--- config.mk ---
export PLATFORM = sky130hd
export DESIGN_NAME = window_loader
export DESIGN_NICKNAME = d
export VERILOG_FILES = /design/src/rtl/router_pkg.sv /design/src/rtl/window_addr_gen.sv /design/src/rtl/window_loader.sv
export SDC_FILE = /design/constraint.sdc
export NUM_CORES = 1
export LEC_CHECK = 0
export CAP_MARGIN = 20
export CELL_PAD_IN_SITES_DETAIL_PLACEMENT = 1
export CELL_PAD_IN_SITES_GLOBAL_PLACEMENT = 1
export CORE_ASPECT_RATIO = 1.75
export CORE_MARGIN = 4
export CORE_UTILIZATION = 35
export DETAILED_ROUTE_END_ITERATION = 7
export PLACE_DENSITY = 0.75
export SLEW_MARGIN = 10
export SYNTH_ARGS = -nofsm -noshare
export SYNTH_HDL_FRONTEND = slang
export SYNTH_HIERARCHICAL = 1
export SYNTH_SLANG_ARGS = --single-unit
--- constraint.sdc ---
create_clock -name i_clk -period 10.42 [get_ports i_clk]
set_input_delay 3.126 -clock i_clk [delete_from_list [all_inputs] [get_ports i_clk]]
set_output_delay 3.126 -clock i_clk [all_outputs]
set_load 0.02 [all_outputs]
--- src/rtl/router_pkg.sv ---
// Shared router types and window-geometry helpers.
// WINDOW_LOADER_PAD_EN selects zero padding of (KERNEL-1)/2.
package router_pkg;

  typedef enum logic [2:0] {
    IDLE,
    FETCH,
    CAPTURE,
    WRITE,
    WAIT,
    CLEAR
  } loader_state_t;

`ifdef WINDOW_LOADER_PAD_EN
  localparam bit PAD_EN = 1'b1;
`else
  localparam bit PAD_EN = 1'b0;
`endif

  function automatic int ntap(input int k);
    return k * k;
  endfunction

  function automatic int pad_size(input int k);
    return PAD_EN ? (k - 1) / 2 : 0;
  endfunction

  function automatic int out_dim(
    input int img,
    input int k,
    input int s,
    input int p
  );
    return (img + 2 * p - k) / s + 1;
  endfunction

endpackage

--- src/rtl/window_addr_gen.sv ---
// Window/tap counters and SRAM tap address for window_loader.
// WINDOW_LOADER_PAD_EN enables the out-of-bounds tap flag.
module window_addr_gen
  import router_pkg::*;
#(
  parameter int KERNEL     = 3,
  parameter int IMG_W      = 8,
  parameter int IMG_H      = 8,
  parameter int STRIDE     = 1,
  parameter int ADDR_WIDTH = 16,
  localparam int NTAP      = ntap(KERNEL),
  localparam int TW        = $clog2(NTAP)
) (
  input  logic                  i_clk,
  input  logic                  i_nrst,
  input  logic                  load,
  input  logic                  step_tap,
  input  logic                  step_win,
  input  logic [ADDR_WIDTH-1:0] base,
  output logic [ADDR_WIDTH-1:0] addr,
  output logic                  inb,
  output logic [TW-1:0]         tap,
  output logic                  last_tap,
  output logic                  last_win
);

  localparam int P  = pad_size(KERNEL);
  localparam int OW = out_dim(IMG_W, KERNEL, STRIDE, P);
  localparam int OH = out_dim(IMG_H, KERNEL, STRIDE, P);
  localparam int KW = $clog2(KERNEL + 1);
  localparam int XW = $clog2(OW + 1);
  localparam int YW = $clog2(OH + 1);

  logic [ADDR_WIDTH-1:0] base_q;
  logic [KW-1:0]         kx, ky;
  logic [XW-1:0]         ox;
  logic [YW-1:0]         oy;
  int                    row, col;

  assign last_tap = (kx == KW'(KERNEL - 1)) &&
                    (ky == KW'(KERNEL - 1));
  assign last_win = (ox == XW'(OW - 1)) &&
                    (oy == YW'(OH - 1));

  always_ff @(posedge i_clk or negedge i_nrst) begin
    if (!i_nrst) begin
      base_q <= '0;
      kx     <= '0;
      ky     <= '0;
      ox     <= '0;
      oy     <= '0;
    end else if (load) begin
      base_q <= base;
      kx     <= '0;
      ky     <= '0;
      ox     <= '0;
      oy     <= '0;
    end else begin
      if (step_tap) begin
        if (kx == KW'(KERNEL - 1)) begin
          kx <= '0;
          ky <= last_tap ? '0 : ky + KW'(1);
        end else begin
          kx <= kx + KW'(1);
        end
      end
      if (step_win) begin
        if (ox == XW'(OW - 1)) begin
          ox <= '0;
          oy <= oy + YW'(1);
        end else begin
          ox <= ox + XW'(1);
        end
      end
    end
  end

  // row/col are signed so padded taps can go negative
  always_comb begin
    row  = int'(oy) * STRIDE + int'(ky) - P;
    col  = int'(ox) * STRIDE + int'(kx) - P;
    addr = base_q + ADDR_WIDTH'(row * IMG_W + col);
    tap  = TW'(int'(ky) * KERNEL + int'(kx));
`ifdef WINDOW_LOADER_PAD_EN
    inb  = (row >= 0) && (row < IMG_H) &&
           (col >= 0) && (col < IMG_W);
`else
    inb  = 1'b1;
`endif
  end

endmodule

--- src/rtl/window_loader.sv ---
// Streams KERNELxKERNEL SRAM windows into the peek/pop FIFO.
// WINDOW_LOADER_PAD_EN enables zero-padded borders.
module window_loader
  import router_pkg::*;
#(
  parameter int DATA_WIDTH = 8,
  parameter int KERNEL     = 3,
  parameter int IMG_W      = 8,
  parameter int IMG_H      = 8,
  parameter int STRIDE     = 1,
  parameter int ADDR_WIDTH = 16,
  localparam int NTAP      = ntap(KERNEL)
) (
  input  logic                                i_clk,
  input  logic                                i_nrst,
  input  logic                                i_start,
  input  logic [ADDR_WIDTH-1:0]               i_base_addr,
  output logic                                o_sram_ren,
  output logic [ADDR_WIDTH-1:0]               o_sram_addr,
  input  logic [DATA_WIDTH-1:0]               i_sram_rdata,
  output logic [0:NTAP-1][DATA_WIDTH-1:0]     o_fifo_data,
  output logic                                o_fifo_write_en,
  output logic                                o_fifo_clear,
  input  logic                                i_fifo_empty,
  output logic                                o_busy,
  output logic                                o_done
);

  localparam int TW = $clog2(NTAP);

  loader_state_t         state, state_n;
  logic                  we_n, clr_n, done_n, busy_n;
  logic                  load, step_tap, step_win;
  logic                  inb, last_tap, last_win;
  logic [ADDR_WIDTH-1:0] gen_addr;
  logic [TW-1:0]         tap, slot;
  logic                  pend, pend_rd;

  window_addr_gen #(
    .KERNEL     (KERNEL),
    .IMG_W      (IMG_W),
    .IMG_H      (IMG_H),
    .STRIDE     (STRIDE),
    .ADDR_WIDTH (ADDR_WIDTH)
  ) u_addr (
    .i_clk    (i_clk),
    .i_nrst   (i_nrst),
    .load     (load),
    .step_tap (step_tap),
    .step_win (step_win),
    .base     (i_base_addr),
    .addr     (gen_addr),
    .inb      (inb),
    .tap      (tap),
    .last_tap (last_tap),
    .last_win (last_win)
  );

  always_ff @(posedge i_clk or negedge i_nrst) begin
    if (!i_nrst) state <= IDLE;
    else         state <= state_n;
  end

  always_comb begin
    state_n = state;
    unique case (state)
      IDLE:    if (i_start) state_n = FETCH;
      FETCH:   if (last_tap) state_n = CAPTURE;
      CAPTURE: state_n = WRITE;
      WRITE:   state_n = WAIT;
      WAIT:    if (i_fifo_empty) state_n = CLEAR;
      CLEAR:   state_n = last_win ? IDLE : FETCH;
      default: state_n = IDLE;
    endcase
  end

  always_comb begin
    we_n        = (state_n == WRITE);
    clr_n       = (state_n == CLEAR);
    done_n      = (state == CLEAR) && last_win;
    busy_n      = (state_n != IDLE);
    load        = (state == IDLE) && i_start;
    step_tap    = (state == FETCH);
    step_win    = (state == CLEAR) && !last_win;
    o_sram_ren  = step_tap && inb;
    o_sram_addr = o_sram_ren ? gen_addr : '0;
  end

  always_ff @(posedge i_clk or negedge i_nrst) begin
    if (!i_nrst) begin
      o_fifo_write_en <= 1'b0;
      o_fifo_clear    <= 1'b0;
      o_done          <= 1'b0;
      o_busy          <= 1'b0;
    end else begin
      o_fifo_write_en <= we_n;
      o_fifo_clear    <= clr_n;
      o_done          <= done_n;
      o_busy          <= busy_n;
    end
  end

  // Read data lands one cycle late; padded taps store zero.
  always_ff @(posedge i_clk or negedge i_nrst) begin
    if (!i_nrst) begin
      pend        <= 1'b0;
      pend_rd     <= 1'b0;
      slot        <= '0;
      o_fifo_data <= '0;
    end else begin
      pend    <= step_tap;
      pend_rd <= o_sram_ren;
      slot    <= tap;
      if (pend)
        o_fifo_data[slot] <= pend_rd ? i_sram_rdata : '0;
    end
  end

endmodule

# [Word level (Yosys, flattened, before mapping)]
# Cells that the tools add are included.
[totals] input_bits=28 mem_bits_ro=0 n_memories=0 reg_bits=110 latchBits=0 elab_cells=83 mem_bits_rw=0
[classes] bitwise_logic=1 n_div=0 n_eq_ne=11 n_reduce_logical=15 n_mux=23 n_lt_le_gt_ge=2 addsub=9 shifts=0 mul=1
[ops] op="$bwmux 72" count=1
[ops] op="$add 16x16->16" count=2
[ops] op="$demux 8 s4" count=1
[ops] op="$mux 3" count=9
[ops] op="$pmux 3 s6" count=1
[ops] op="$mux 16" count=1
[ops] op="$mux 8" count=2
[ops] op="$eq 3x3->1 const B" count=5
[ops] op="$mux 2" count=7
[ops] op="$eq 3x2->1 const B" count=3
[ops] op="$add 3x2->4" count=2
[ops] op="$reduce_bool 2->1" count=4
[ops] op="$add 3x1->3 const B" count=2
[ops] op="$logic_and 1x1->1" count=6
[ops] op="$ge 5x5->1 const B" count=1
[ops] op="$lt 5x1->1 const B" count=1
[ops] op="$not 4->5" count=1
[ops] op="$add 2x1->2 const B" count=2
[ops] op="$add 4x3->4" count=1
[ops] op="$eq 2x2->1 const B" count=2
[ops] op="$mul 2x2->4 const B" count=1
[ops] op="$reduce_and 2->1" count=2
[ops] op="$eq 3x1->1 const B" count=1
[ops] op="$logic_not 3->1" count=1
[ops] op="other kinds (3)" count=3

# [Depth between registers and ports, before layout]
[logic_depth] depth_word=6 mapped_depth=12

# [Modules after synthesis]
# The synthesis kept the hierarchy.
[by_module_without_submodules] module="window_loader" area_each_um2=3437.0 cells_each=230 instances=1
[by_module_without_submodules] module="window_addr_gen" area_each_um2=1751.7 cells_each=167 instances=1

# [Least setup slack after synthesis]
# No wires, ideal clock.
[synth_path] kind="register to output" start="register u_addr.ky[0]" end="output port o_sram_addr[13]" t_arrival_ns=2.875 slack_ns=4.419 stages_incl_launch_ff=12 required_ns=7.294 path_cell_list="dfrtp_1 -> ha_1 -> fa_1 -> xor2_1 -> ha_1 -> ha_1 -> o21a_1 -> o31a_1 -> or4_4 -> nand3_1 -> xnor2_1 -> and2_1"
[synth_via] elab_chain_len=4
[synth_rtl] element="start, declared" line_no="window_addr_gen.sv:35" rtl="logic [KW-1:0] kx, ky;"
[synth_rtl] element="start signal, assigned" line_no="window_addr_gen.sv:62" rtl="ky <= last_tap ? '0 : ky + KW'(1);"
[synth_rtl] element="$add 3x2->4" line_no="window_addr_gen.sv:80" rtl="row = int'(oy) * STRIDE + int'(ky) - P;"
[synth_rtl] element="$add 16x16->16 (2 in a row)" line_no="window_addr_gen.sv:82" rtl="addr = base_q + ADDR_WIDTH'(row * IMG_W + col);"
[synth_rtl] element="via gen_addr[13]" line_no="window_loader.sv:35" rtl="logic [ADDR_WIDTH-1:0] gen_addr;"
[synth_rtl] element="$mux 16" line_no="window_loader.sv:86" rtl="o_sram_addr = o_sram_ren ? gen_addr : '0;"
[synth_rtl] element="end, declared" line_no="window_loader.sv:19" rtl="output logic [ADDR_WIDTH-1:0] o_sram_addr,"
# The timed path passes the listed nets, and every way through them passes these cells.

# [Final worst setup path]
[layout_path] start="register u_addr.ky[0]" end="output port o_sram_addr[15]"
# The elaborated chain is that of the path after synthesis.

==> metrics.txt <==
# TYPE chip_impl_metric gauge
chip_impl_info{name="result_of_the_run",value="finished, final reports clean"} 1
chip_impl_metric{name="hold-worst-slack",unit="ns"} 0.507
chip_impl_metric{name="setup_slack",unit="ns"} 3.35
chip_impl_info{name="netlist.top_cell.by_area",value="sky130_fd_sc_hd__dfrtp_1"} 1
chip_impl_info{name="tritoncts",value="yes"} 1
chip_impl_info{name="timing.hold.worst.class",value="flip-flop to flip-flop"} 1
chip_impl_metric{name="power_leakage",unit="nW"} 3.15
chip_impl_metric{name="initial_utilization",unit=""} 0.359
chip_impl_info{name="critical_path.cell_chain",value="ha_1 -> fa_1 -> xor2_1 -> ha_1 -> ha_1 -> o21a_1 -> o31a_1 -> or4_4 -> nand3_1 -> xnor2_1 -> and2_1 -> clkdlybuf4s50_1"} 1
chip_impl_info{name="reg2reg_to",value="u_addr/oy[2]"} 1
chip_impl_metric{name="std_cell_rows",unit=""} 58
chip_impl_info{name="crit_path_end_kind",value="output port"} 1
chip_impl_metric{name="syn_avg_cell_area",unit="um2"} 13.1
chip_impl_info{name="worstReg2RegStart",value="u_addr/oy[1]"} 1
chip_impl_metric{name="grt_antenna_before_repair",unit=""} 0
chip_impl_metric{name="netSwitchingFraction",unit=""} 0.373
chip_impl_metric{name="tritoncts_num_sinks",unit=""} 111
chip_impl_metric{name="die_height",unit="um"} 169
chip_impl_info{name="final_cell_mix",value="119 x sky130_fd_sc_hd__clkdlybuf4s50_1, 111 x sky130_fd_sc_hd__dfrtp_1, 79 x sky130_fd_sc_hd__mux2_2"} 1
chip_impl_metric{name="min_delay_path_depth",unit=""} 1
chip_impl_metric{name="clk_latency",unit="ns"} 0.34
chip_impl_metric{name="grt_util_overall",unit=""} 0.152
chip_impl_metric{name="yosys.cell_types.count",unit=""} 46
chip_impl_metric{name="postSynthNetCount",unit=""} 450
chip_impl_info{name="rsz0062_at_grt",value="no"} 1
chip_impl_metric{name="route.detailed.vias_per_inst",unit=""} 4.89
chip_impl_metric{name="critPathArrivalTime",unit="ns"} 3.94
chip_impl_metric{name="clk_transition_reported_paths",unit="ns"} 0.07
chip_impl_metric{name="share_clk_of_total_power",unit=""} 0.164
chip_impl_info{name="worstHoldStart",value="o_fifo_data[2]"} 1
chip_impl_metric{name="drtPass1Iterations",unit=""} 4
chip_impl_metric{name="largest_net_degree_at_the_start_of_global_routing",unit=""} 59
chip_impl_metric{name="route.detailed.drc",unit=""} 0
chip_impl_metric{name="total_cts_buffers",unit=""} 9
chip_impl_metric{name="cts_htree_levels",unit=""} 3
chip_impl_metric{name="cp_max_fo",unit=""} 6
chip_impl_metric{name="finalHoldViolations",unit=""} 0
chip_impl_info{name="clock_tree.root_cell",value="sky130_fd_sc_hd__clkbuf_16"} 1
chip_impl_metric{name="drt_iter0_drc",unit=""} 57
chip_impl_metric{name="ys.warnings.count",unit=""} 6
chip_impl_info{name="hold_endpoint",value="o_fifo_data[2]"} 1
chip_impl_metric{name="fmax",unit="MHz"} 142
chip_impl_metric{name="finalClockSkew",unit="ns"} 0.00922
chip_impl_metric{name="top_level_ports",unit=""} 121
chip_impl_metric{name="wire_per_inst",unit="um"} 17.8
chip_impl_metric{name="power_spent_charging_and_discharging_nets",unit="mW"} 0.763
chip_impl_metric{name="timing.critical_path.slowest_cell_delay",unit="ns"} 0.60
chip_impl_metric{name="dp_slack",unit="ns"} 3.69
chip_impl_metric{name="finalWorstPathRequiredPeriod",unit="ns"} 7.07
chip_impl_metric{name="ff_latch_area",unit="um2"} 2780
chip_impl_metric{name="comb_power_share",unit=""} 0.483
chip_impl_metric{name="width_of_the_die",unit="um"} 100
chip_impl_info{name="criticalPathCategory",value="flip-flop to output port"} 1
chip_impl_metric{name="ant_nets",unit=""} 0
chip_impl_metric{name="post_cts.resized_instances",unit=""} 0
chip_impl_metric{name="power.share.sequential",unit=""} 0.353
chip_impl_metric{name="count_of_final_setup_violators",unit=""} 0
chip_impl_metric{name="worst_slew_margin_rel",unit=""} 0.503
chip_impl_metric{name="finalWirelength",unit="mm"} 12.4
chip_impl_metric{name="globalRouteOverflowTotal",unit=""} 0
chip_impl_metric{name="core",unit="um2"} 14400
chip_impl_metric{name="synth.top_cell.area_share",unit=""} 0.535
chip_impl_metric{name="synthesis.area",unit="um2"} 5190
chip_impl_info{name="crit_path_launch_type",value="flip-flop"} 1
chip_impl_metric{name="layout-area-overhead-vs-synth",unit="%"} 31.9
chip_impl_metric{name="critical_path_required",unit="ns"} 7.29
chip_impl_metric{name="peak_supply_drop",unit="mV"} 0.136
chip_impl_metric{name="r2r_cells",unit=""} 8
chip_impl_metric{name="synth-seq-area-share",unit=""} 0.535
chip_impl_metric{name="drive_gt1_frac",unit=""} 0.225
chip_impl_info{name="mostFrequentLayoutCell",value="sky130_fd_sc_hd__clkdlybuf4s50_1"} 1
chip_impl_metric{name="post_cts_hold_buffer_count",unit=""} 0
chip_impl_metric{name="synth-edff-count",unit=""} 0
chip_impl_metric{name="power-per-cell-area",unit="nW/um2"} 299
chip_impl_metric{name="first_global_vias",unit=""} 3731
chip_impl_metric{name="port_buffers",unit=""} 120
chip_impl_info{name="critical_path.most_common_cell",value="sky130_fd_sc_hd__ha_1"} 1
chip_impl_metric{name="place_hpwl",unit="mm"} 9.62
chip_impl_metric{name="globalplace.congestion",unit=""} 0.746
chip_impl_metric{name="grt_first_pass_wirelength",unit="mm"} 20.1
chip_impl_metric{name="timing_worst_slew_pin_value",unit="ns"} 0.746
chip_impl_metric{name="filler_cell_count",unit=""} 1509
chip_impl_metric{name="min_period_over_period",unit=""} 0.678
chip_impl_metric{name="finalMaxSlewViolations",unit=""} 0
chip_impl_metric{name="fp.dieArea",unit="um2"} 16900
chip_impl_metric{name="multi_input_comb_area",unit="um2"} 2270
chip_impl_metric{name="antenna_cells_inserted",unit=""} 0
chip_impl_metric{name="post-cts-setup-buffer-count",unit=""} 0
chip_impl_metric{name="synth_seq_cells",unit=""} 111
chip_impl_metric{name="fin_setup_tns",unit="ns"} 0
chip_impl_metric{name="synthArstFlopShare",unit=""} 1.00
chip_impl_metric{name="maxCapViolations",unit=""} 0
chip_impl_info{name="cp_slowest_cell",value="sky130_fd_sc_hd__clkdlybuf4s50_1"} 1
chip_impl_metric{name="syn-instance-count",unit=""} 397
chip_impl_info{name="synth.top_cells.by_area",value="sky130_fd_sc_hd__dfrtp_1 54%, sky130_fd_sc_hd__mux2_2 17%, sky130_fd_sc_hd__ha_1 4.6%"} 1
chip_impl_metric{name="cts_buffer_depth",unit=""} 2
chip_impl_info{name="ys_flop_type",value="sky130_fd_sc_hd__dfrtp_1"} 1
chip_impl_metric{name="intPower",unit="mW"} 1.28
chip_impl_metric{name="regToRegSetupSlack",unit="ns"} 8.27
chip_impl_metric{name="nets",unit=""} 564
chip_impl_metric{name="via_count",unit=""} 3402
## cell usage after synthesis (all sizes together) (2+ instances only)
| library cell | count |
|---|---|
| a21o | 2 |
| a21oi | 11 |
| and2 | 26 |
| and3 | 6 |
| buf | 7 |
| clkbuf | 12 |
| dfrtp | 111 |
| fa | 6 |
| ha | 19 |
| inv | 17 |
| mux2 | 87 |
| nand2 | 12 |
| nand2b | 2 |
| nand3 | 5 |
| nand3b | 4 |
| nor2 | 17 |
| nor2b | 3 |
| nor3 | 4 |
| nor3b | 6 |
| o211ai | 2 |
| o21a | 3 |
| o21ai | 5 |
| or3 | 2 |
| xnor2 | 13 |
| xor2 | 3 |
## power by group through the flow
stage / clock network (mW) / registers (mW) / logic (mW)
finish: 0.336 / 0.721 / 0.987
detailed placement: 0 / 0.733 / 1.00
global route: 0.365 / 0.749 / 1.07
floorplan: 0 / 0.831 / 0.477
CTS: 0.348 / 0.725 / 1.01
global placement: 0 / 0.722 / 0.976
## how the worst max path moves through the flow
stage | from | endpoint | cells after the start | slack, ns
2_1_floorplan | u_addr/ky[0] | o_sram_addr[13] | 11 | 4.42
3_3_place_gp | u_addr/ky[0] | o_sram_addr[13] | 11 | 3.81
3_5_place_dp | u_addr/ky[0] | o_sram_addr[15] | 12 | 3.69
4_1_cts | u_addr/ky[0] | o_sram_addr[15] | 12 | 3.30
5_1_grt | u_addr/ky[0] | o_sram_addr[11] | 12 | 3.16
6_report | u_addr/ky[0] | o_sram_addr[15] | 12 | 3.35
## critical path: cells and delay by family, from the launching register on
family          cells  cell delay (ns)
buf+inv             1             0.60
flops               1             0.46
fa+ha+maj           4             1.28
simple gates        3             0.72
xor+xnor            2             0.28
compound gates      2             0.26
## kinds of logic after synthesis
logic type                 count (synthesis)  synth area share
DFF                                      111             0.535
and+or+nand+nor                           94             0.113
muxes                                     87             0.195
buffers and inverters                     36            0.0285
AOI/OAI and AO/OA                         27            0.0318
adders and majority gates                 25            0.0690
xor gates and xnor gates                  16            0.0270
other                                      1          0.000723
## registers in the layout, summed over array words and instances, names as in the netlist, 2 cells and up
| register | flops |
|---|---|
| o_fifo_data | 72 |
| slot | 4 |
| state | 3 |
| u_addr/base_q | 16 |
| u_addr/kx | 2 |
| u_addr/ky | 2 |
| u_addr/ox | 3 |
| u_addr/oy | 3 |
## per-layer routing
layer | vias up | share of wire | track usage
met2 | 90 | 0.56 | 0.285
met4 | 0 | 0.014 | 0.0463
met1 | 1708 | 0.39 | 0.173
li1 | 1591 | - | -
met5 | - | 0 | 0
met3 | 13 | 0.041 | 0.0272
## cell type report
class | count | share of cell area
Clock buffer | 10 | 0.0335
Clock inverter | 6 | 0.00914
Inverter | 17 | 0.00933
Multi-Input combinational cell | 250 | 0.332
Sequential cell | 111 | 0.406
Tap cell | 180 | 0.0329
Timing Repair Buffer | 122 | 0.177
## per-stage QoR
stage | cells | instance area, um2 | util | power [mW]
floorplan | 397 | 5190 | - | 1.31
global placement | 680 | 6550 | 0.454 | 1.70
detailed placement | 680 | 6550 | 0.454 | 1.73
CTS | 696 | 6840 | 0.474 | 2.08
global route | 696 | 6840 | 0.474 | 2.18
finish | 696 | 6840 | 0.474 | 2.04
No activity file was read; power rests on OpenSTA's default activity.
